## config.mk

```make
export PLATFORM = sky130hd
export DESIGN_NAME = stream_video_framer_flat
export DESIGN_NICKNAME = d
export VERILOG_FILES = /design/src/rtl/video_stream_pkg.sv /design/src/rtl/stream_video_framer_if.sv /design/src/rtl/video_axis_out_reg.sv /design/src/rtl/stream_video_framer.sv /design/src/flat_wrapper.sv
export SDC_FILE = /design/constraint.sdc
export NUM_CORES = 1
export LEC_CHECK = 0
export CAP_MARGIN = 10
export CORE_ASPECT_RATIO = 1.4
export CORE_UTILIZATION = 51
export CTS_CLUSTER_SIZE = 20
export DETAILED_ROUTE_END_ITERATION = 10
export GPL_TIMING_DRIVEN = 0
export PLACE_DENSITY = 0.95
export SYNTH_ARGS = -nofsm -noshare
export SYNTH_HDL_FRONTEND = slang
export SYNTH_SLANG_ARGS = --single-unit
export TNS_END_PERCENT = 30
```

## constraint.sdc

```tcl
create_clock -name clk -period 3.11 [get_ports clk]
set_input_delay 0.311 -clock clk [delete_from_list [all_inputs] [get_ports clk]]
set_output_delay 0.311 -clock clk [all_outputs]
set_load 0.03 [all_outputs]
```

## src/rtl/video_stream_pkg.sv

```systemverilog
// Shared definitions for the video stream stages: framer states, error bit
// positions and the default frame geometry used by the framer and the filter.
package video_stream_pkg;

  typedef enum logic [1:0] {
    ST_SYNC = 2'd0,
    ST_PASS = 2'd1,
    ST_PAD  = 2'd2,
    ST_DROP = 2'd3
  } framer_state_t;

  localparam int ERR_NO_SOF    = 0;
  localparam int ERR_SHORT     = 1;
  localparam int ERR_LONG      = 2;
  localparam int ERR_EARLY_SOF = 3;

  localparam int DEF_DATA_WIDTH   = 24;
  localparam int DEF_FRAME_WIDTH  = 20;
  localparam int DEF_FRAME_HEIGHT = 10;

  function automatic logic [3:0] err_pulse(input int idx);
    return 4'b0001 << idx;
  endfunction

endpackage

```

## src/rtl/stream_video_framer_if.sv

```systemverilog
// AXI4-Stream video bundle (pixel, SOF on tuser, EOL on tlast).
interface stream_video_framer_if
  import video_stream_pkg::*;
#(
  parameter int DATA_WIDTH = DEF_DATA_WIDTH
);
  logic [DATA_WIDTH-1:0] tdata;
  logic                  tvalid;
  logic                  tready;
  logic                  tuser;
  logic                  tlast;

  // A beat transfers on a rising clk edge where tvalid && tready. Once tvalid
  // is high the master holds tdata/tuser/tlast stable until that transfer;
  // tready may depend combinationally on the offered beat.
  modport master (output tdata, tvalid, tuser, tlast, input tready);
  modport slave  (input tdata, tvalid, tuser, tlast, output tready);
endinterface

```

## src/rtl/video_axis_out_reg.sv

```systemverilog
// Single-entry AXI4-Stream output register. 'load' writes a new beat; the
// caller may only load while 'free' is high.
module video_axis_out_reg #(
  parameter int DATA_WIDTH = 24
) (
  input  logic                  clk,
  input  logic                  reset,
  input  logic                  load,
  input  logic [DATA_WIDTH-1:0] ld_tdata,
  input  logic                  ld_tuser,
  input  logic                  ld_tlast,
  output logic                  free,
  stream_video_framer_if.master m_axis
);

  assign free = !m_axis.tvalid || m_axis.tready;

  always_ff @(posedge clk or negedge reset) begin
    if (!reset) begin
      m_axis.tvalid <= 1'b0;
      m_axis.tdata  <= '0;
      m_axis.tuser  <= 1'b0;
      m_axis.tlast  <= 1'b0;
    end else if (load) begin
      m_axis.tvalid <= 1'b1;
      m_axis.tdata  <= ld_tdata;
      m_axis.tuser  <= ld_tuser;
      m_axis.tlast  <= ld_tlast;
    end else if (m_axis.tready) begin
      m_axis.tvalid <= 1'b0;
    end
  end

endmodule

```

## src/rtl/stream_video_framer.sv

```systemverilog
// Frame-conformance stage: regenerates SOF/EOL from output position, pads
// short lines, truncates long lines and discards input until the first SOF.
module stream_video_framer
  import video_stream_pkg::*;
#(
  parameter int                    DATA_WIDTH   = DEF_DATA_WIDTH,
  parameter int                    FRAME_WIDTH  = DEF_FRAME_WIDTH,
  parameter int                    FRAME_HEIGHT = DEF_FRAME_HEIGHT,
  parameter logic [DATA_WIDTH-1:0] PAD_VALUE    = '0
) (
  input  logic                  clk,
  input  logic                  reset,
  stream_video_framer_if.slave  s_axis_video,
  stream_video_framer_if.master m_axis_video,
  output logic [3:0]            err,
  output framer_state_t         state_dbg
);

  localparam int CW = $clog2(FRAME_WIDTH);
  localparam int RW = (FRAME_HEIGHT > 1) ? $clog2(FRAME_HEIGHT) : 1;
  localparam logic [CW-1:0] COL_LAST = CW'(FRAME_WIDTH - 1);
  localparam logic [RW-1:0] ROW_LAST = RW'(FRAME_HEIGHT - 1);

  framer_state_t         state, state_nxt;
  logic [CW-1:0]         col, col_nxt;
  logic [RW-1:0]         row, row_nxt;
  logic [3:0]            err_nxt;
  logic                  free, rdy, accept, at_origin, at_eol;
  logic                  load, restart, ld_tuser, ld_tlast;
  logic [DATA_WIDTH-1:0] ld_tdata;

  assign at_origin = (row == '0) && (col == '0);
  assign at_eol    = (col == COL_LAST);
  assign state_dbg = state;

  // SYNC/DROP discard freely; only a SOF pixel (which gets loaded) must wait
  // for the output register so a held beat is never overwritten.
  always_comb begin
    rdy = 1'b0;
    case (state)
      ST_SYNC, ST_DROP: rdy = free || !s_axis_video.tuser;
      ST_PASS:          rdy = free;
      default:          rdy = 1'b0;
    endcase
  end

  assign s_axis_video.tready = reset && rdy;
  assign accept              = s_axis_video.tvalid && s_axis_video.tready;

  always_comb begin
    state_nxt = state;
    err_nxt   = '0;
    load      = 1'b0;
    restart   = 1'b0;
    ld_tdata  = s_axis_video.tdata;
    case (state)
      ST_SYNC: begin
        if (accept && s_axis_video.tuser) begin
          load      = 1'b1;
          restart   = 1'b1;
          state_nxt = ST_PASS;
        end
      end
      ST_PASS: begin
        if (accept) begin
          if (s_axis_video.tuser) begin
            // SOF wins over EOL; only a SOF at the origin can also end a short line.
            load    = 1'b1;
            restart = 1'b1;
            if (!at_origin) begin
              err_nxt = err_pulse(ERR_EARLY_SOF);
            end else if (s_axis_video.tlast) begin
              err_nxt   = err_pulse(ERR_SHORT);
              state_nxt = ST_PAD;
            end
          end else if (at_origin) begin
            err_nxt   = err_pulse(ERR_NO_SOF);
            state_nxt = ST_SYNC;
          end else begin
            load = 1'b1;
            if (s_axis_video.tlast && !at_eol) begin
              err_nxt   = err_pulse(ERR_SHORT);
              state_nxt = ST_PAD;
            end else if (!s_axis_video.tlast && at_eol) begin
              err_nxt   = err_pulse(ERR_LONG);
              state_nxt = ST_DROP;
            end
          end
        end
      end
      ST_PAD: begin
        if (free) begin
          load     = 1'b1;
          ld_tdata = PAD_VALUE;
          if (at_eol) state_nxt = ST_PASS;
        end
      end
      ST_DROP: begin
        if (accept) begin
          if (s_axis_video.tuser) begin
            load      = 1'b1;
            restart   = 1'b1;
            err_nxt   = err_pulse(ERR_EARLY_SOF);
            state_nxt = ST_PASS;
          end else if (s_axis_video.tlast) begin
            state_nxt = ST_PASS;
          end
        end
      end
      default: state_nxt = ST_SYNC;
    endcase
  end

  // A restarted beat is the new origin; FRAME_WIDTH >= 2 so it is never an EOL.
  assign ld_tuser = restart || at_origin;
  assign ld_tlast = !restart && at_eol;

  always_comb begin
    col_nxt = col;
    row_nxt = row;
    if (load) begin
      if (restart) begin
        col_nxt = CW'(1);
        row_nxt = '0;
      end else if (at_eol) begin
        col_nxt = '0;
        row_nxt = (row == ROW_LAST) ? '0 : row + RW'(1);
      end else begin
        col_nxt = col + CW'(1);
      end
    end
  end

  always_ff @(posedge clk or negedge reset) begin
    if (!reset) begin
      state <= ST_SYNC;
      col   <= '0;
      row   <= '0;
      err   <= '0;
    end else begin
      state <= state_nxt;
      col   <= col_nxt;
      row   <= row_nxt;
      err   <= err_nxt;
    end
  end

  video_axis_out_reg #(.DATA_WIDTH(DATA_WIDTH)) u_out_reg (
    .clk      (clk),
    .reset    (reset),
    .load     (load),
    .ld_tdata (ld_tdata),
    .ld_tuser (ld_tuser),
    .ld_tlast (ld_tlast),
    .free     (free),
    .m_axis   (m_axis_video)
  );

endmodule

```

## src/flat_wrapper.sv

```systemverilog
// flat-port wrapper written by rule: the top's interface ports become plain ports
module stream_video_framer_flat import video_stream_pkg::*;
#(
  parameter int                    DATA_WIDTH   = DEF_DATA_WIDTH,
  parameter int                    FRAME_WIDTH  = DEF_FRAME_WIDTH,
  parameter int                    FRAME_HEIGHT = DEF_FRAME_HEIGHT,
  parameter logic [DATA_WIDTH-1:0] PAD_VALUE    = '0
)
  (clk, reset, err, state_dbg, s_axis_video_tdata, s_axis_video_tvalid, s_axis_video_tuser, s_axis_video_tlast, s_axis_video_tready, m_axis_video_tdata, m_axis_video_tvalid, m_axis_video_tuser, m_axis_video_tlast, m_axis_video_tready);
  stream_video_framer_if #(.DATA_WIDTH(DATA_WIDTH)) s_axis_video_i ();
  stream_video_framer_if #(.DATA_WIDTH(DATA_WIDTH)) m_axis_video_i ();
  input  logic clk;
  input  logic reset;
  output logic [3:0] err;
  output framer_state_t state_dbg;
  input wire logic [$bits(s_axis_video_i.tdata)-1:0] s_axis_video_tdata;
  input wire logic [$bits(s_axis_video_i.tvalid)-1:0] s_axis_video_tvalid;
  input wire logic [$bits(s_axis_video_i.tuser)-1:0] s_axis_video_tuser;
  input wire logic [$bits(s_axis_video_i.tlast)-1:0] s_axis_video_tlast;
  output wire logic [$bits(s_axis_video_i.tready)-1:0] s_axis_video_tready;
  output wire logic [$bits(m_axis_video_i.tdata)-1:0] m_axis_video_tdata;
  output wire logic [$bits(m_axis_video_i.tvalid)-1:0] m_axis_video_tvalid;
  output wire logic [$bits(m_axis_video_i.tuser)-1:0] m_axis_video_tuser;
  output wire logic [$bits(m_axis_video_i.tlast)-1:0] m_axis_video_tlast;
  input wire logic [$bits(m_axis_video_i.tready)-1:0] m_axis_video_tready;
  assign s_axis_video_i.tdata = s_axis_video_tdata;
  assign s_axis_video_i.tvalid = s_axis_video_tvalid;
  assign s_axis_video_i.tuser = s_axis_video_tuser;
  assign s_axis_video_i.tlast = s_axis_video_tlast;
  assign s_axis_video_tready = s_axis_video_i.tready;
  assign m_axis_video_tdata = m_axis_video_i.tdata;
  assign m_axis_video_tvalid = m_axis_video_i.tvalid;
  assign m_axis_video_tuser = m_axis_video_i.tuser;
  assign m_axis_video_tlast = m_axis_video_i.tlast;
  assign m_axis_video_i.tready = m_axis_video_tready;
  stream_video_framer #(.DATA_WIDTH(DATA_WIDTH), .FRAME_WIDTH(FRAME_WIDTH), .FRAME_HEIGHT(FRAME_HEIGHT), .PAD_VALUE(PAD_VALUE)) u_core (.clk(clk), .reset(reset), .s_axis_video(s_axis_video_i), .m_axis_video(m_axis_video_i), .err(err), .state_dbg(state_dbg));
endmodule
```

==> results.json, run 1 <==
{
  "status": "finished, violations left",
  "violations": "DRC",
  "synth_top_area_cell": "dfrtp_1",
  "grt_pass1_wl_um": 9150,
  "cts.sinks": 42,
  "totalWireLength_um": 5710,
  "root_buffer": "clkbuf_8",
  "critPathBufInv": 3,
  "clk_pin_slew_ps": 80,
  "diodes": 0,
  "area_growth_pct": 35.5,
  "internal_power_w": 0.00164,
  "skew_ps": 7.19,
  "hp-class": "in -> reg",
  "reg2reg_from": "u_core.state_dbg[0]",
  "hpwl_um": 4150,
  "cts_tree": "built",
  "grt_max_degree": 24,
  "cts_setup_buffers": 0,
  "synth_top_area_share_pct": 47.0,
  "ios": 64,
  "cts_buffer_depth": 2,
  "first_pass_iters": 8,
  "finalHoldViolCount": 0,
  "tightestPinTransition_ps": 500,
  "die_w_um": 57.9,
  "finalWorstSetupSlack_ps": 373,
  "path_cells": "dlygate4sd3_1 > buf_2 > nor2b_1 > o211a_1 > clkdlybuf4s50_1",
  "p_seq_share_pct": 29.1,
  "holdCritStartpoint": "s_axis_video_tuser",
  "die-area_um2": 4650,
  "ys_seq_elements": 42,
  "async_flop_share_pct": 100,
  "ys.flop_type": "dfrtp_1",
  "synth-edff-count": 0,
  "antenna_left": 0,
  "place_congestion": 0.911,
  "cellLeakagePower_nw": 1.36,
  "crit_type": "in -> out",
  "slew_headroom_pct": 66.5,
  "clock_latency_ps": 300,
  "synth.net_count": 282,
  "drv_cap": 0,
  "crit_family": "buffers and inverters",
  "ys_warn_count": 0,
  "postCtsResizedCells": 0,
  "wire_per_inst_um": 15.9,
  "fmax_mhz": 365,
  "crit_fanout": 21,
  "nets": 353,
  "setup_viol": 0,
  "p_comb_share_pct": 59.4,
  "critPathRequiredTime_ps": 2800,
  "cp-startpoint": "reset",
  "synthTopCellsByArea": "dfrtp_1 (47%), nand2_1 (10%), o22ai_1 (7.0%)",
  "rsz0062_at_grt": "false",
  "p_sw_share_pct": 46.2,
  "period_minus_slack_ps": 2740,
  "grt-ovfl-total": 0,
  "die_y_um": 80.3,
  "ctsHoldBuffers": 1,
  "synth_most_common_cell": "nand2_1",
  "numCtsBuffers": 5,
  "synth.avg_cell_area_um2": 9.23,
  "cts-htree-levels": 2,
  "via_per_inst": 5.82,
  "power_frac_clock_pct": 11.4,
  "powerDensity_nw_per_um2": 1010,
  "timing_max_transition_violations_final": 0,
  "arrival_ps": 2430,
  "antenna_found_initial": 0,
  "drive_gt1_share_pct": 8.95,
  "synth_cells": 242,
  "place_ws_ps": 603,
  "placed_area_um2": 2930,
  "drc": 3,
  "cp-end-kind": "output pin",
  "ys_types": 46,
  "start_util_pct": 53.2,
  "port_buffers": 62,
  "fp.coreArea_um2": 4200,
  "synth.cell_area_um2": 2230,
  "synth_common_cells": "nand2_1 (61), dfrtp_1 (42), o22ai_1 (25)",
  "slowest_stage": "clkdlybuf4s50_1",
  "row_count": 28,
  "ys_seq_area_share_pct": 47.0,
  "r2r_setup_slack_ps": 600,
  "cpPeakStageDelay_ps": 670,
  "grt_usage_pct": 26.2,
  "dr_total_vias": 2082,
  "drtIter0Drc": 79,
  "final.period_utilization_pct": 88.0,
  "max-vdd-ir-drop_v": 0.000530,
  "fin_area_um2": 3030,
  "p_sw_w": 0.00141,
  "grt_pass1_vias": 2048,
  "start_kind": "primary input"
}
-- layout by cell type, fill, tap and decap left out, drive strengths merged, types with 3 or more instances in the layout --
cell type / count
o21ai: 9
or4: 3
nor2: 8
dfrtp: 42
inv: 10
ha: 10
a21oi: 9
nand2: 61
nand3b: 3
mux2i: 5
clkdlybuf4s50: 61
buf: 10
o22ai: 25
nand3: 5
nor3: 5
clkbuf: 14
o31ai: 3
-- kinds of logic (layout without fill, tap and decap cells) --
kind of cell / after synthesis / after routing / synth area share [%]
xor+xnor: 1 / 1 / 0.392
buf+inv: 27 / 98 / 5.60
simple gates: 99 / 99 / 20.6
mux: 5 / 5 / 2.24
compound gates: 58 / 58 / 18.5
fa+ha+maj: 10 / 10 / 5.60
flops: 42 / 42 / 47.0
-- metal layers --
layer / part of all wire [%] / track usage, %
met5: 0 / 0
met3: 4.9 / 6.12
met4: 2.4 / 12.4
met2: 54 / 45.9
met1: 39 / 29.7
-- area by class of cell --
type / instances / area [um2]
Buffer: 17 / 87.6
Timing Repair Buffer: 64 / 653
Inverter: 10 / 37.5
Clock buffer: 5 / 68.8
Fill cell: 297 / 1180
Sequential cell: 42 / 1050
Clock inverter: 2 / 15.0
Multi-Input combinational cell: 173 / 1060
Tap cell: 45 / 56.3
-- flip-flops by register name, indices dropped and copies added (netlist names) --
| signal | count |
|---|---|
| u_core.col | 5 |
| u_core.u_out_reg.m_axis.tdata | 24 |
| u_core.row | 4 |
| u_core.u_out_reg.m_axis.tvalid | 1 |
| u_core.err | 4 |
| u_core.u_out_reg.m_axis.tlast | 1 |
| u_core.state_dbg | 2 |
| u_core.u_out_reg.m_axis.tuser | 1 |
-- path summary, 6_finish.rpt --
kind | end | cells past startpoint
min in group asynchronous | u_core.state_dbg[0] | 2
hold reg to reg | u_core.u_out_reg.m_axis.tdata[14] | 2
max in group asynchronous | u_core.col[2] | 3
setup / recovery | s_axis_video_tready | 5
hold / removal | u_core.err[0] | 2
setup reg to reg | u_core.u_out_reg.m_axis.tdata[22] | 9
-- power groups by stage --
stage                     clock [W]  combinational [W]  sequential, W
after global routing       0.000373            0.00194       0.000911
after global placement            0            0.00174       0.000886
after CTS                  0.000350            0.00182       0.000886
after detailed placement          0            0.00181       0.000891
after floorplan                   0           0.000863        0.00120
final                      0.000348            0.00181       0.000889
-- worst reg2reg max path, stage by stage (launching register included) --
cell	delay [ps]
dfrtp_1	420
inv_1	140
ha_1	170
clkbuf_1	290
o21ai_0	160
o2bb2ai_2	150
o21a_1	210
nor2_1	400
buf_2	310
o22ai_1	130
-- through the flow --
step / total power (W) / hold slack [ps] / utilization (%) / std cells / TNS (ps)
after floorplan: 0.00206 / 15.4 / - / 242 / 0
after CTS: 0.00305 / 342 / 72.0 / 358 / 0
after global placement: 0.00262 / 520 / 69.3 / 349 / -25580
after global routing: 0.00322 / 357 / 72.0 / 358 / 0
final: 0.00305 / 338 / 72.0 / 358 / 0
after detailed placement: 0.00270 / 307 / 69.8 / 350 / 0
Note: power is estimated with default switching activity, not from simulation.
==> run 2: changes to the inputs <==
--- a/config.mk
+++ b/config.mk
@@ -7,11 +7,11 @@
 export LEC_CHECK = 0
 export CAP_MARGIN = 10
 export CORE_ASPECT_RATIO = 1.4
-export CORE_UTILIZATION = 51
+export CORE_UTILIZATION = 48
 export CTS_CLUSTER_SIZE = 20
 export DETAILED_ROUTE_END_ITERATION = 10
 export GPL_TIMING_DRIVEN = 0
-export PLACE_DENSITY = 0.95
+export PLACE_DENSITY = 0.93
 export SYNTH_ARGS = -nofsm -noshare
 export SYNTH_HDL_FRONTEND = slang
 export SYNTH_SLANG_ARGS = --single-unit
==> constraint.sdc (replaced) <==
create_clock -name clk -period 2.7 [get_ports clk]
set_input_delay 0.27 -clock clk [delete_from_list [all_inputs] [get_ports clk]]
set_output_delay 0.27 -clock clk [all_outputs]
set_load 0.03 [all_outputs]
==> results.json, run 2 (synthesized netlist as in run 1, its figures left out) <==
{
  "status": "completed",
  "die-area_um2": 4940,
  "cts_setup_buffers": 0,
  "ios": 64,
  "cp-end-kind": "output pin",
  "dr_total_vias": 2115,
  "antenna_left": 0,
  "cts.sinks": 42,
  "reg_top3": "u_core.u_out_reg.m_axis.tdata (24), u_core.col (5)",
  "drc": 0,
  "cts-htree-levels": 2,
  "path_cells": "dlygate4sd3_1 > clkbuf_4 > nor2b_1 > o211a_1 > clkdlybuf4s50_1",
  "slew_headroom_pct": 62.7,
  "rsz0062_at_grt": "false",
  "clk_pin_slew_ps": 80,
  "r2r_setup_slack_ps": 310,
  "totalWireLength_um": 5580,
  "hold_depth": 2,
  "finalHoldViolCount": 0,
  "powerDensity_nw_per_um2": 1160,
  "wl_met2_um": 2950,
  "final.period_utilization_pct": 93.7,
  "via_per_inst": 5.63,
  "start_kind": "primary input",
  "skew_ps": 5.68,
  "cpPeakStageDelay_ps": 660,
  "die_y_um": 82.7,
  "grt_max_degree": 24,
  "numCtsBuffers": 5,
  "max-vdd-ir-drop_v": 0.000568,
  "diodes": 0,
  "highest_layer": "met4",
  "grt_usage_pct": 25.3,
  "clock_latency_ps": 300,
  "antenna_found_initial": 0,
  "nets": 353,
  "cts_buffer_depth": 2,
  "root_buffer": "clkbuf_8",
  "period_minus_slack_ps": 2530,
  "wire_per_inst_um": 14.8,
  "slowest_stage": "clkdlybuf4s50_1",
  "crit_type": "in -> out",
  "die_w_um": 59.7,
  "hp-class": "in -> reg",
  "grt_pass1_vias": 2069,
  "port_buffers": 62,
  "cellLeakagePower_nw": 1.38,
  "start_util_pct": 49.7,
  "fp.coreArea_um2": 4500,
  "wl_met1_um": 2210,
  "area_growth_pct": 37.8,
  "arrival_ps": 2260,
  "top_register": "u_core.u_out_reg.m_axis.tdata",
  "grt-ovfl-total": 0,
  "fin_setup_tns_ps": 0,
  "timing_max_transition_violations_final": 0,
  "final_cell_mix": "nand2_1 (61), clkdlybuf4s50_1 (61), dfrtp_1 (42)",
  "grt_pass1_wl_um": 9290,
  "drive_gt1_share_pct": 9.55,
  "wl_met3_um": 304,
  "reg2regPathDepth": 9,
  "fmax_mhz": 395,
  "critPathRequiredTime_ps": 2430,
  "place_congestion": 0.891,
  "hpwl_um": 3920,
  "largest_reg_flops": 24,
  "row_count": 29,
  "crit_fanout": 21,
  "setup_viol": 0,
  "drtIter0Drc": 98,
  "drv_cap": 0,
  "tightestPinTransition_ps": 560,
  "power.total_w": 0.00357,
  "cts_tree": "built",
  "first_pass_iters": 4
}
==> run 2: cell type report <==
type / count / area (um2)
Buffer: 17 / 87.6
Clock buffer: 8 / 110
Tap cell: 62 / 77.6
Inverter: 10 / 37.5
Fill cell: 369 / 1420
Timing Repair Buffer: 64 / 656
Sequential cell: 42 / 1050
Multi-Input combinational cell: 173 / 1060
==> run 2: power breakdown <==
group	leakage, nW	total (W)	internal, W	switching (W)
sequential	0.542	0.00102	0.000865	0.000157
clock	0.0575	0.000474	0.000258	0.000216
combinational	0.778	0.00207	0.000847	0.00123
==> run 2: routing by layer <==
metal | track usage (%) | vias to the layer above
met5 | 0 | -
met4 | 10.9 | 0
met3 | 4.83 | 11
met2 | 44.8 | 81
met1 | 29.2 | 1033
li1 | - | 990
==> run 2: metrics by stage <==
stage	hold slack (ps)	util [%]	setup slack (ps)	cells	area [um2]
5_1_grt	319	68.5	46.4	376	3080
3_5_place_dp	265	65.7	242	367	2960
2_1_floorplan	-25.6	-	469	242	2230
4_1_cts	288	68.4	13.2	376	3080
6_report	286	68.5	170	376	3080
3_3_place_gp	520	65.2	-1140	366	2930
==> run 2: repair_timing <==
| item | 4_1_cts | 5_1_grt |
|---|---|---|
| resized for setup | 0 | 2 |
| hold buffers | 1 | 0 |
| setup endpoints to repair | 0 | 22 |
| hold endpoints to repair | 19 | 0 |
==> run 2: worst paths after layout <==
kind / startpoint / endpoint
min in group asynchronous: reset / u_core.state_dbg[0]
hold / removal: s_axis_video_tuser / u_core.err[0]
max in group asynchronous: reset / u_core.u_out_reg.m_axis.tdata[22]
setup / recovery: reset / s_axis_video_tready
hold reg to reg: u_core.u_out_reg.m_axis.tdata[17] / u_core.u_out_reg.m_axis.tdata[17]
setup reg to reg: u_core.state_dbg[0] / u_core.u_out_reg.m_axis.tdata[13]
==> run 2: critical path, delay by kind of cell <==
family | cells | cell delay, ps
simple gates | 1 | 290
buf+inv | 3 | 1510
compound gates | 1 | 180
==> run 3: changes to the inputs <==
--- a/config.mk
+++ b/config.mk
@@ -7,11 +7,11 @@
 export LEC_CHECK = 0
 export CAP_MARGIN = 10
 export CORE_ASPECT_RATIO = 1.4
-export CORE_UTILIZATION = 48
+export CORE_UTILIZATION = 51
 export CTS_CLUSTER_SIZE = 20
 export DETAILED_ROUTE_END_ITERATION = 10
 export GPL_TIMING_DRIVEN = 0
-export PLACE_DENSITY = 0.93
+export PLACE_DENSITY = 0.95
 export SYNTH_ARGS = -nofsm -noshare
 export SYNTH_HDL_FRONTEND = slang
 export SYNTH_SLANG_ARGS = --single-unit
==> constraint.sdc (replaced) <==
create_clock -name clk -period 3.2 [get_ports clk]
set_input_delay 0.32 -clock clk [delete_from_list [all_inputs] [get_ports clk]]
set_output_delay 0.32 -clock clk [all_outputs]
set_load 0.03 [all_outputs]
==> results of run 3 <==
Same layout as run 1 (identical final DEF). Status: finished, violations left: DRC.
Main changes from that run: setup slack after placement 603 ps -> 684 ps; setup slack after layout 373 ps -> 445 ps; hold slack 338 ps -> 347 ps; register-to-register setup slack 600 ps -> 690 ps; total power 0.00305 W -> 0.00296 W; worst IR drop on VDD 0.000530 V -> 0.000516 V
